<file path="src/rtl/fx_pkg.sv">
// Shared definitions for the stream feature extractor: FSM states, green
// thresholds and frame-geometry defaults.
package fx_pkg;

  // Frame-geometry defaults shared by every block that walks the image.
  localparam int DEF_HEIGHT = 64;
  localparam int DEF_LENGTH = 64;
  localparam int DEF_CNT_W  = 32;

  typedef enum logic [1:0] {
    ST_IDLE   = 2'd0,
    ST_STREAM = 2'd1,
    ST_DONE   = 2'd2
  } fx_state_e;

  typedef logic [2:0][7:0] hsv_t;  // [2]=hue, [1]=saturation, [0]=value

  localparam hsv_t GREEN_LO = {8'd36, 8'd25, 8'd25};
  localparam hsv_t GREEN_HI = {8'd86, 8'd255, 8'd255};

  localparam int STRIP_COL = DEF_LENGTH / 2;

  // Strip column for a non-default frame width.
  function automatic int strip_col(input int length);
    return length / 2;
  endfunction

endpackage

</file>
<file path="src/rtl/green_pixel_test.sv">
// Combinational inclusive range test of an HSV pixel against lo/hi bounds;
// shared with the downstream classifier.
module green_pixel_test
  import fx_pkg::*;
(
  input  hsv_t pix,
  input  hsv_t lo,
  input  hsv_t hi,
  output logic is_green
);

  // NOTE: the output gets a default before the loop so no path leaves it
  // unassigned, which would otherwise infer a latch.
  always_comb begin
    is_green = 1'b1;
    for (int ch = 0; ch < 3; ch++) begin
      if (pix[ch] < lo[ch] || pix[ch] > hi[ch]) is_green = 1'b0;
    end
  end

endmodule

</file>
<file path="src/rtl/stream_feature_extract.sv">
// Streams one HSV frame in raster order and counts green pixels overall, in
// the left half, and mask changes down the centre column.
module stream_feature_extract
  import fx_pkg::*;
#(
  parameter int HEIGHT = DEF_HEIGHT,
  parameter int LENGTH = DEF_LENGTH,
  parameter int CNT_W  = DEF_CNT_W
) (
  input  logic             clk,
  input  logic             rst_n,
  input  logic             start,
  input  logic             pix_valid,
  output logic             pix_ready,
  input  hsv_t             pix_hsv,
  output logic [CNT_W-1:0] green_sum,
  output logic [CNT_W-1:0] green_left,
  output logic [CNT_W-1:0] strip_trans,
  output logic             done,
  output logic             busy
);

  localparam int ROW_W = (HEIGHT > 1) ? $clog2(HEIGHT) : 1;
  localparam int COL_W = (LENGTH > 1) ? $clog2(LENGTH) : 1;

  localparam logic [ROW_W-1:0] ROW_LAST  = ROW_W'(HEIGHT - 1);
  localparam logic [COL_W-1:0] COL_LAST  = COL_W'(LENGTH - 1);
  localparam logic [COL_W-1:0] COL_STRIP = COL_W'(strip_col(LENGTH));
  localparam logic [CNT_W-1:0] CNT_ONE   = CNT_W'(1);

  // Counters must hold a full frame of hits without wrapping.
  if (CNT_W < $clog2(HEIGHT * LENGTH + 1)) begin : g_cnt_w_check
    $error("stream_feature_extract: CNT_W too narrow for HEIGHT*LENGTH");
  end

  fx_state_e        state;
  logic [ROW_W-1:0] row;
  logic [COL_W-1:0] col;
  logic             prev_strip;
  logic             is_green;
  logic             accept;
  logic             last_pix;

  green_pixel_test u_green (
    .pix      (pix_hsv),
    .lo       (GREEN_LO),
    .hi       (GREEN_HI),
    .is_green (is_green)
  );

  // Status outputs decode straight from the state, so reset clears them at once.
  assign busy      = (state == ST_STREAM);
  assign pix_ready = busy;
  assign done      = (state == ST_DONE);

  assign accept   = pix_valid & pix_ready;
  assign last_pix = (row == ROW_LAST) && (col == COL_LAST);

  // NOTE: all state uses non-blocking assignments so every register samples
  // the pre-edge values regardless of statement order.
  always_ff @(posedge clk or negedge rst_n) begin
    if (!rst_n) begin
      state       <= ST_IDLE;
      row         <= '0;
      col         <= '0;
      green_sum   <= '0;
      green_left  <= '0;
      strip_trans <= '0;
      prev_strip  <= 1'b0;
    end else begin
      case (state)
        ST_IDLE: begin
          // Counts from the previous frame stay visible until the next start.
          if (start) begin
            state       <= ST_STREAM;
            row         <= '0;
            col         <= '0;
            green_sum   <= '0;
            green_left  <= '0;
            strip_trans <= '0;
            prev_strip  <= 1'b0;
          end
        end
        ST_STREAM: begin
          if (accept) begin
            if (col == COL_LAST) begin
              col <= '0;
              row <= row + ROW_W'(1);
            end else begin
              col <= col + COL_W'(1);
            end
            if (is_green) begin
              green_sum <= green_sum + CNT_ONE;
              if (col < COL_STRIP) green_left <= green_left + CNT_ONE;
            end
            // Row 0 only seeds the strip history; later rows count changes.
            if (col == COL_STRIP) begin
              if (row != '0 && is_green != prev_strip)
                strip_trans <= strip_trans + CNT_ONE;
              prev_strip <= is_green;
            end
            if (last_pix) state <= ST_DONE;
          end
        end
        ST_DONE: state <= ST_IDLE;
        default: state <= ST_IDLE;
      endcase
    end
  end

endmodule

</file>
<file path="config.mk">
export PLATFORM = sky130hd
export DESIGN_NAME = stream_feature_extract
export DESIGN_NICKNAME = d
export VERILOG_FILES = /design/src/rtl/fx_pkg.sv /design/src/rtl/green_pixel_test.sv /design/src/rtl/stream_feature_extract.sv
export SDC_FILE = /design/constraint.sdc
export NUM_CORES = 1
export LEC_CHECK = 0
export CAP_MARGIN = 10
export CORE_MARGIN = 2
export CORE_UTILIZATION = 50
export CTS_BUF_LIST = sky130_fd_sc_hd__clkbuf_4
export DETAILED_ROUTE_END_ITERATION = 7
export PLACE_DENSITY = 0.79
export REMOVE_ABC_BUFFERS = 1
export SYNTH_ARGS = -nofsm -noshare
export SYNTH_HDL_FRONTEND = slang
export SYNTH_SLANG_ARGS = --single-unit
</file>
<file path="constraint.sdc">
create_clock -name clk -period 5.5 [get_ports clk]
set_clock_uncertainty 0.1 [all_clocks]
set_input_delay 1.1 -clock clk [delete_from_list [all_inputs] [get_ports clk]]
set_output_delay 1.1 -clock clk [all_outputs]
set_load 0.1 [all_outputs]
</file>
==> results by group, run 1 <==
Critical path
  – CP arrival: 3.02 ns
  – CP max FO: 13
  – Crit path launch type: flip-flop
  – Critical-path cell list: nand2b_1 > clkinv_1 > clkdlybuf4s50_1
  – FF-to-FF path depth: 5
  – WS Path Type: reg2out
  – Worst Setup End Kind: output pin
  – R2r endpoint: green_sum[30]
  – CP peak stage delay: roughly 1.1 ns
  – Reg-to-Reg Start: state[1]
  – Worst Setup SP: state[1]
  – R2R Setup Slk: ~2.5 ns
  – CP max stage cell: clkdlybuf4s50_1
  – WP data required: between 4 and 5 ns

Detailed routing
  – Final wirelength: 15400 µm
  – Drt first-iter violations: 426
  – Via-to-Cell Ratio: between 6 and 7
  – Drc violations: 0
  – Routed Antenna Nets: 0
  – Pre-antenna DRT Iters: 5
  – Drt wl/cell: between 15 and 20 µm
  – Total number of vias: 5533

Timing
  – Max transition margin: 0.268
  – Fin Hold WS: around 0.47 ns
  – Slew @ Worst Pin: around 1.1 ns
  – Period utilization: 0.768
  – Setup ws final: between 1 and 1.5 ns
  – Finish-stage setup viols: 0
  – Minimum clock period: 4.22 ns
  – Final hold violation count: 0
  – Final Max Slew Viols: 0
  – F_max: between 200 and 250 MHz
  – Unrepaired setup endpoints after global routing: false
  – Sum of negative setup slack: 0 ns

Synth
  – Gate Count Post-Synth: approximately 650
  – Mapped Area: between 6000 and 7000 µm²
  – Synth area leaders: dfrtp_1 46%, xnor2_1 6.6%, nor2_1 4.6%
  – Largest area contributor in the netlist: dfrtp_1
  – Synth cell types: 48
  – Post-synth EDFFs: 0
  – Seq/Total Area, Yosys: 0.463
  – Top cell type's share of synthesized area: 0.463
  – Most frequent cell after synthesis: dfrtp_1
  – Yosys warns: 0
  – FF+latch count, synth: roughly 110
  – Top FF cell, synth: dfrtp_1
  – Async S/R FF share, synth: 1.00
  – Most frequent cells after synthesis: 111 x dfrtp_1, 73 x nor2_1, 54 x nand2_1
  – Post-synthesis average cell area: between 9 and 10 µm²

Finish
  – Nets: 803
  – Layout overhead on the synthesized area: 25.7%
  – FF/Latch Area: ~2800 µm²
  – Layout cells sized above 1: 0.0479
  – Fill cell count: 1011
  – Multi-input combinational cell area: just over 3000 µm²
  – Finished Layout Cells: just over 900

Clock network
  – Hold_buf cts: 0
  – H-tree depth: 3
  – Clock buffer depth: 2
  – Worst-Skew Late Latency: 0.47 ns
  – Clock Sinks: roughly 110
  – Clock root buffer: clkbuf_4
  – CTS tree: done
  – Setup bufs post-CTS: 0
  – TritonCTS buffer count: 9
  – CTS clk-pin slew, worst paths: approximately 0.16 ns
  – Post-CTS Resized: 0

Place
  – Dpl ws: around 1.6 ns
  – Cells after DPL: 904
  – Hpwl dp: ~11000 µm
  – IO Port Bufs: around 130
  – GP Congestion: around 0.84

Worst hold path
  – Worst hold path endpoint: green_left[31]
  – Min-delay src: green_left[31]
  – Hold path depth: 2
  – Worst hold path class: reg2reg

Power
  – Total design power: ~1900 µW
  – Leakage power total: approximately 0.0028 µW
  – Worst IR Drop VDD: about 0.38 mV
  – Pwr/cell area: around 250 nW/µm²

Floorplanning
  – Starting Density: 0.506
  – I/O pin cnt: 127
  – Chip Width: roughly 110 µm
  – DIE HEIGHT: between 100 and 150 µm
  – Die footprint: ~13000 µm²
  – Core box area: approximately 12000 µm²
  – Row cnt: 40

Global routing
  – GRT Resource Usage Total: 0.245
  – Vias in the first global route: 5398
  – Initial antenna violation count: 0
  – Largest net degree at the start of global routing: 73
  – First-pass GRT wire length: about 26000 µm
  – GRT Residual Overflow: 0

Job
  – MaxCap Viol Count: 0

Run status
  – Status: complete, no violations
## metal layers
metal	vias up	track usage	wire length, µm
li1	2592	-	-
met1	2769	0.320	6690
met2	150	0.426	7760
met3	22	0.0372	686
met4	0	0.0699	245
met5	-	0	0
## worst max-delay path by stage
stage / to / slack, ns
finish: pix_ready / 1.28
detailed placement: green_sum[18] / 1.64
floorplan: strip_trans[2] / 0.83
global placement: green_sum[19] / 1.70
CTS: busy / 1.29
global route: busy / 1.11
## report_power, final
part	leakage [µW]	switching, µW	internal (µW)
logic	0.00121	426	134
clock network	0.0000824	268	188
registers	0.00155	51.7	842
## flip-flops by register name (all words and copies together), names as in the netlist
| signal | flops |
|---|---|
| col | 6 |
| strip_trans | 32 |
| green_sum | 32 |
| green_left | 32 |
| row | 6 |
| state | 2 |
| prev_strip | 1 |
## area by class of cell
type                       count  area share
tap                          147      0.0244
sequential                   111       0.368
multi-input combinational    497       0.403
clock inverter                 6      0.0113
timing repair buffer         132       0.174
clock buffer                  10     0.00995
inverter                      17     0.00846
antenna                        1    0.000332
## cell usage in the layout (no fill, tap or decap), types with 13 or more instances in the layout
master / Yosys / final
nand4_1: 30 / 30
xnor2_1: 45 / 45
or3_1: 28 / 28
nand3_1: 28 / 28
dfrtp_1: 111 / 111
xor2_1: 15 / 15
nor3_1: 26 / 26
nand2_1: 54 / 54
or4_1: 13 / 13
o21ai_0: 34 / 34
nor2_1: 73 / 72
inv_1: 16 / 16
a21oi_1: 37 / 37
nor4_1: 23 / 23
clkdlybuf4s50_1: 0 / 125
## per-stage QoR
step | utilization | cell area [µm²]
after floorplan | - | 5880
after global placement | 0.622 | 7380
after detailed placement | 0.622 | 7380
after CTS | 0.636 | 7540
after global routing | 0.636 | 7540
final | 0.636 | 7550
## worst max-delay path: cells and delay by family (launching register included)
family | cells | cell delay, ns
and+or+nand+nor | 1 | 0.40
buffers and inverters | 2 | 1.49
DFF | 1 | 0.67
## kinds of logic after synthesis
group,after synthesis,share of synthesized area
multiplexers,7,0.0123
flip-flops,111,0.463
AND/OR/NAND/NOR,323,0.289
AO/OA/AOI/OAI,100,0.102
XOR/XNOR,60,0.0876
adder cells (fa/ha/maj),7,0.0146
buffers and inverters,46,0.0317
(Power assumes the default switching activity.)
==> run 2, diff against run 1 <==
--- a/config.mk
+++ b/config.mk
@@ -7,7 +7,7 @@
 export LEC_CHECK = 0
 export CAP_MARGIN = 10
 export CORE_MARGIN = 2
-export CORE_UTILIZATION = 50
+export CORE_UTILIZATION = 48
 export CTS_BUF_LIST = sky130_fd_sc_hd__clkbuf_4
 export DETAILED_ROUTE_END_ITERATION = 7
 export PLACE_DENSITY = 0.79
==> constraint.sdc (replaced) <==
create_clock -name clk -period 3.4 [get_ports clk]
set_clock_uncertainty 0.1 [all_clocks]
set_input_delay 0.68 -clock clk [delete_from_list [all_inputs] [get_ports clk]]
set_output_delay 0.68 -clock clk [all_outputs]
set_load 0.1 [all_outputs]
==> run 2 against run 1 <==
  * Utilization decreased by 2.4 points
  * Global-route usage shrank 0.37 points
  * Critical path depth unchanged
  * Total power increased by 64%
  * Clock power up 67%
  * Clock-buffer cell count down 1
  * Design area shrank 1.8%
  * Largest power group unchanged
  * Wire length rose by 2.7%
  * Hold slack worse by 0.45 ns
  * Largest cell class unchanged
  * Critical endpoint unchanged
==> results by group, run 2 (synthesized netlist as in run 1, its figures left out) <==
Finish
  – FF/Latch Area: 2780 µm² (unchanged)
  – Multi-input combinational cell area: 3040 µm² (unchanged)
  – Layout cells sized above 1: 0.181 (was 0.0479)
  – Most common cell after layout, fill and taps aside: dfrtp_1 (was clkdlybuf4s50_1)
  – Commonest non-fill, non-tap cells in the layout: 111 x dfrtp_1, 108 x buf_4, 72 x nor2_1 (was 125 x clkdlybuf4s50_1, 111 x dfrtp_1, 72 x nor2_1)
  – Fill cell count: 1031 (was 1011)
  – Nets: 809 (was 803)
  – Finished Layout Cells: 948 (was 921)
  – Layout overhead on the synthesized area: 23.5% (was 25.7%)
  – Top Registers: green_left (32), green_sum (32), strip_trans (32) (unchanged)
  – Fin util: 0.612 (was 0.636)

Floorplanning
  – I/O pin cnt: 127 (unchanged)
  – Chip Width: 116 µm (was 114 µm)
  – Row cnt: 40 (unchanged)
  – DIE HEIGHT: 116 µm (was 114 µm)
  – Core box area: 12100 µm² (was 11900 µm²)
  – Die footprint: 13400 µm² (was 12900 µm²)
  – Starting Density: 0.496 (was 0.506)

Detailed routing
  – Final wirelength: 15800 µm (was 15400 µm)
  – Total number of vias: 5540 (was 5533)
  – Pre-antenna DRT Iters: 8 (was 5)
  – Drt first-iter violations: 489 (was 426)
  – Drt wl/cell: 16.7 µm (about the same)
  – Routed Antenna Nets: 0 (unchanged)
  – Drc violations: 0 (unchanged)
  – Via-to-Cell Ratio: 5.84 (was 6.01)

Timing
  – Sum of negative setup slack: 0 ns (unchanged)
  – Unrepaired setup endpoints after global routing: false (unchanged)
  – Final hold violation count: 0 (unchanged)
  – Minimum clock period: roughly 3.2 ns
  – F_max: 313 MHz
  – Max transition margin: 0.406 (was 0.268)
  – Fin Hold WS: 0.0174 ns (was 0.468 ns)
  – Slew @ Worst Pin: 0.885 ns (was 1.10 ns)
  – Period utilization: 0.939
  – Finish-stage setup viols: 0 (unchanged)
  – Final Max Slew Viols: 0 (unchanged)

Critical path
  – CP max FO: 13 (unchanged)
  – Worst Setup End Kind: output pin (unchanged)
  – Crit path launch type: flip-flop (unchanged)
  – WP data required: 2.62 ns (was 4.30 ns)
  – Buf/Inv on CP: 2 (unchanged)
  – CP max stage cell: dfrtp_1 (was clkdlybuf4s50_1)
  – Crit path max-delay family: buffers and inverters (unchanged)
  – WS Path Type: reg2out (unchanged)
  – CP peak stage delay: 0.68 ns (was 1.08 ns)
  – Critical-path cell list: nand2b_1 > clkinv_1 > buf_4 (was nand2b_1 > clkinv_1 > clkdlybuf4s50_1)
  – CP arrival: 2.41 ns (was 3.02 ns)

Clock network
  – Clock buffer depth: 2 (unchanged)
  – CTS tree: done (unchanged)
  – Worst-Skew Late Latency: 0.51 ns (was 0.47 ns)
  – Clock root buffer: clkbuf_4 (unchanged)
  – Hold_buf cts: 0 (unchanged)
  – Post-CTS Resized: 0 (unchanged)
  – TritonCTS buffer count: 9 (unchanged)
  – Clock Sinks: 111 (unchanged)
  – CTS clk-pin slew, worst paths: 0.18 ns (was 0.16 ns)
  – H-tree depth: 3 (unchanged)
  – Setup bufs post-CTS: 0 (unchanged)

Job
  – MaxCap Viol Count: 0 (unchanged)

Place
  – Cells after DPL: 931 (was 904)
  – IO Port Bufs: 126 (unchanged)
  – Hpwl dp: 11300 µm (was 11000 µm)
  – GP Congestion: 0.817 (was 0.841)

Global routing
  – GRT Residual Overflow: 0 (unchanged)
  – Grt met1 use: 0.313 (was 0.320)
  – Met2 global-route usage: 0.407 (was 0.426)
  – GRT Resource Usage Total: 0.241 (was 0.245)
  – First-pass GRT wire length: 25600 µm (was 25800 µm)
  – Vias in the first global route: 5283 (was 5398)
  – Initial antenna violation count: 1 (was 0)
  – Met3 Usage GRT: 0.0418 (was 0.0372)
  – Largest net degree at the start of global routing: 73 (unchanged)
  – Most Crowded Layer GR: met2 (unchanged)

Power
  – Leakage power total: 0.00310 µW (was 0.00284 µW)
  – Total design power: 3130 µW (was 1910 µW)
  – Worst IR Drop VDD: 0.684 mV (was 0.376 mV)
  – Pwr/cell area: 423 nW/µm² (was 253 nW/µm²)

Worst hold path
  – Worst hold path class: in2async (was reg2reg)

Run status
  – Status: complete, no violations (unchanged)
[run 2: metrics by stage]
step	setup slack [ns]	instance area, µm²
finish	0.207	7410
global route	0.0196	7410
CTS	0.176	7410
detailed placement	0.0190	7240
global placement	0.138	7240
floorplan	-0.848	5880
[run 2: worst paths after layout]
kind | startpoint | to | slack (ns) | depth (start not counted)
worst min register to register | col[2] | col[2] | 0.45 | 1
max in group asynchronous | rst_n | green_sum[6] | 2.40 | 2
min in group clk | col[2] | col[2] | 0.45 | 1
worst max-delay path | state[1] | pix_ready | 0.21 | 3
worst max register to register | state[1] | green_sum[30] | 0.52 | 6
worst min-delay path | rst_n | strip_trans[18] | 0.02 | 1
[run 2: area by class of cell]
cell class,count,area share
Antenna cell,1,0.000338
Clock buffer,9,0.00912
Clock inverter,7,0.0130
Tap cell,168,0.0284
Inverter,17,0.00861
Multi-Input combinational cell,497,0.410
Sequential cell,111,0.375
Timing Repair Buffer,138,0.155
[run 2: routing by layer]
layer  up-vias  share of wire
li1       2599              -
met1      2761           0.42
met2       150           0.51
met3        30          0.044
met4         0          0.019
met5         -              0
[run 2: power by group]
group | leakage (µW) | switching [µW] | internal, µW
logic | 0.00147 | 704 | 222
registers | 0.00155 | 84.8 | 1360
clock network | 0.0000855 | 460 | 301
==> run 3, diff against run 2 <==
--- a/config.mk
+++ b/config.mk
@@ -10,7 +10,7 @@
 export CORE_UTILIZATION = 48
 export CTS_BUF_LIST = sky130_fd_sc_hd__clkbuf_4
 export DETAILED_ROUTE_END_ITERATION = 7
-export PLACE_DENSITY = 0.79
+export PLACE_DENSITY_LB_ADDON = 0.05
 export REMOVE_ABC_BUFFERS = 1
 export SYNTH_ARGS = -nofsm -noshare
 export SYNTH_HDL_FRONTEND = slang
==> run 3 against run 2 <==
  * Utilization decreased by 0.39 points
  * Wire length is 2.1% lower
  * Clock power fell by 27%
  * Via count down 2.7%
  * Hold slack better by 0.14 ns
  * Combinational power rose by 5.8%
  * Sequential share of layout area up 0.24 points
  * Critical path depth unchanged
  * Fmax is 8.3% higher
  * Design area decreased by 0.64%
  * Critical endpoint unchanged
==> results by group, run 3 (synthesized netlist as in run 1, its figures left out) <==
Detailed routing
  – Total number of vias: 5393 (was 5540)
  – Pre-antenna DRT Iters: 4 (was 8)
  – Drc violations: 0 (unchanged)
  – Drt wl/cell: 16.3 µm (was 16.7 µm)
  – Drt first-iter violations: 361 (was 489)
  – Via-to-Cell Ratio: 5.69 (was 5.84)
  – Final wirelength: 15500 µm (was 15800 µm)
  – Routed Antenna Nets: 0 (unchanged)

Finish
  – Layout cells sized above 1: 0.182 (was 0.181)
  – Commonest non-fill, non-tap cells in the layout: 112 x buf_4, 111 x dfrtp_1, 72 x nor2_1 (was 111 x dfrtp_1, 108 x buf_4, 72 x nor2_1)
  – Layout overhead on the synthesized area: 22.7% (was 23.5%)
  – Multi-input combinational cell area: 3040 µm² (unchanged)
  – Antenna Cells: 0 (was 1)
  – Fill cell count: 1087 (was 1031)
  – Nets: 813 (was 809)
  – Top Registers: green_left (32), green_sum (32), strip_trans (32) (unchanged)
  – FF/Latch Area: 2780 µm² (unchanged)
  – Fin util: 0.608 (was 0.612)
  – Most common cell after layout, fill and taps aside: buf_4 (was dfrtp_1)

Global routing
  – First-pass GRT wire length: 25000 µm (was 25600 µm)
  – GRT Resource Usage Total: 0.236 (was 0.241)
  – Initial antenna violation count: 1 (unchanged)
  – Vias in the first global route: 5094 (was 5283)
  – GRT Residual Overflow: 0 (unchanged)
  – Largest net degree at the start of global routing: 60 (was 73)

Timing
  – Sum of negative setup slack: 0 ns (unchanged)
  – F_max: 339 MHz (was 313 MHz)
  – Final hold violation count: 0 (unchanged)
  – Unrepaired setup endpoints after global routing: false (unchanged)
  – Minimum clock period: 2.95 ns (was 3.19 ns)
  – Slew @ Worst Pin: 0.838 ns (was 0.885 ns)
  – Final Max Slew Viols: 0 (unchanged)
  – Max transition margin: 0.436 (was 0.406)
  – Finish-stage setup viols: 0 (unchanged)
  – Period utilization: 0.867 (was 0.939)

Critical path
  – WS Path Type: reg2out (unchanged)
  – Reg-to-Reg Start: state[0] (was state[1])
  – Crit path launch type: flip-flop (unchanged)
  – WP data required: 2.62 ns (about the same)
  – FF-to-FF path depth: 7 (was 6)
  – CP arrival: 2.17 ns (was 2.41 ns)
  – Worst Setup End Kind: output pin (unchanged)
  – CP max FO: 10 (was 13)
  – R2r endpoint: strip_trans[20] (was green_sum[30])
  – Worst Setup SP: state[0] (was state[1])
  – R2R Setup Slk: 0.72 ns (was 0.52 ns)

Clock network
  – Post-CTS Resized: 0 (unchanged)
  – Hold_buf cts: 0 (unchanged)
  – Clock buffer depth: 2 (unchanged)
  – H-tree depth: 3 (unchanged)
  – Clock Sinks: 111 (unchanged)
  – Setup bufs post-CTS: 0 (unchanged)
  – CTS tree: done (unchanged)
  – Clock root buffer: clkbuf_4 (unchanged)
  – CTS clk-pin slew, worst paths: 0.16 ns (was 0.18 ns)
  – TritonCTS buffer count: 9 (unchanged)
  – Worst-Skew Late Latency: 0.48 ns (was 0.51 ns)

Power
  – Switch Pwr: 1200 µW (was 1250 µW)
  – Combinational power share: 0.332 (was 0.295)
  – Sw frac: 0.406 (was 0.398)
  – Worst IR Drop VDD: 0.404 mV (was 0.684 mV)
  – Leakage power total: 0.00308 µW (was 0.00310 µW)
  – Clock share of power: 0.187 (was 0.243)
  – Flop pwr share: 0.481 (was 0.462)
  – Pwr/cell area: 401 nW/µm² (was 423 nW/µm²)
  – Internal: 1750 µW (was 1880 µW)

Floorplanning
  – I/O pin cnt: 127 (unchanged)
  – Core box area: 12100 µm² (unchanged)
  – Starting Density: 0.496 (unchanged)
  – Row cnt: 40 (unchanged)
  – Die footprint: 13400 µm² (unchanged)
  – DIE HEIGHT: 116 µm (unchanged)
  – Chip Width: 116 µm (unchanged)

Place
  – IO Port Bufs: 126 (unchanged)
  – GP Congestion: 0.856 (was 0.817)
  – Hpwl dp: 11200 µm (was 11300 µm)

Worst hold path
  – Worst hold path class: in2async (unchanged)

Run status
  – Status: complete, no violations (unchanged)

Job
  – MaxCap Viol Count: 0 (unchanged)
[run 3: worst max-delay path by stage]
stage,end,slack (ns)
2_1_floorplan,strip_trans[2],-0.85
5_1_grt,busy,0.32
6_report,pix_ready,0.45
3_3_place_gp,strip_trans[20],0.17
4_1_cts,pix_ready,0.37
3_5_place_dp,strip_trans[27],0.11
[run 3: final cells by class]
class,instances,share of cell area
Sequential cell,111,0.377
Clock inverter,3,0.00187
Clock buffer,10,0.0102
Multi-Input combinational cell,497,0.413
Inverter,17,0.00867
Tap cell,168,0.0285
Timing Repair Buffer,142,0.160
[run 3: per-layer routing]
metal	vias up	global-route usage	part of all wire
met5	-	0	0.00084
met4	2	0.0516	0.0091
met3	12	0.0638	0.054
met2	122	0.388	0.47
met1	2646	0.317	0.46
li1	2611	-	-
[run 3: critical path: stages (launching register included)]
cell	delay [ns]
dfrtp_1	0.53
nand2b_1	0.36
clkinv_1	0.42
buf_4	0.37
[run 3: stage by stage]
| step | cell area (µm²) | hold slack [ns] | instances | setup slack (ns) | power [µW] |
|---|---|---|---|---|---|
| after floorplan | 5880 | 0.284 | 625 | -0.848 | 2040 |
| after global placement | 7270 | 0.435 | 935 | 0.170 | 2410 |
| after detailed placement | 7270 | 0.432 | 935 | 0.111 | 2430 |
| after CTS | 7360 | 0.167 | 948 | 0.371 | 2980 |
| after global routing | 7360 | 0.176 | 948 | 0.316 | 3100 |
| final | 7360 | 0.162 | 948 | 0.451 | 2950 |
[run 3: power by group through the flow]
stage / logic [µW] / registers [µW] / clock network (µW)
final: 979 / 1420 / 552
after global routing: 1050 / 1430 / 622
after CTS: 984 / 1420 / 577
after detailed placement: 979 / 1450 / 0
after global placement: 963 / 1440 / 0
after floorplan: 484 / 1560 / 0
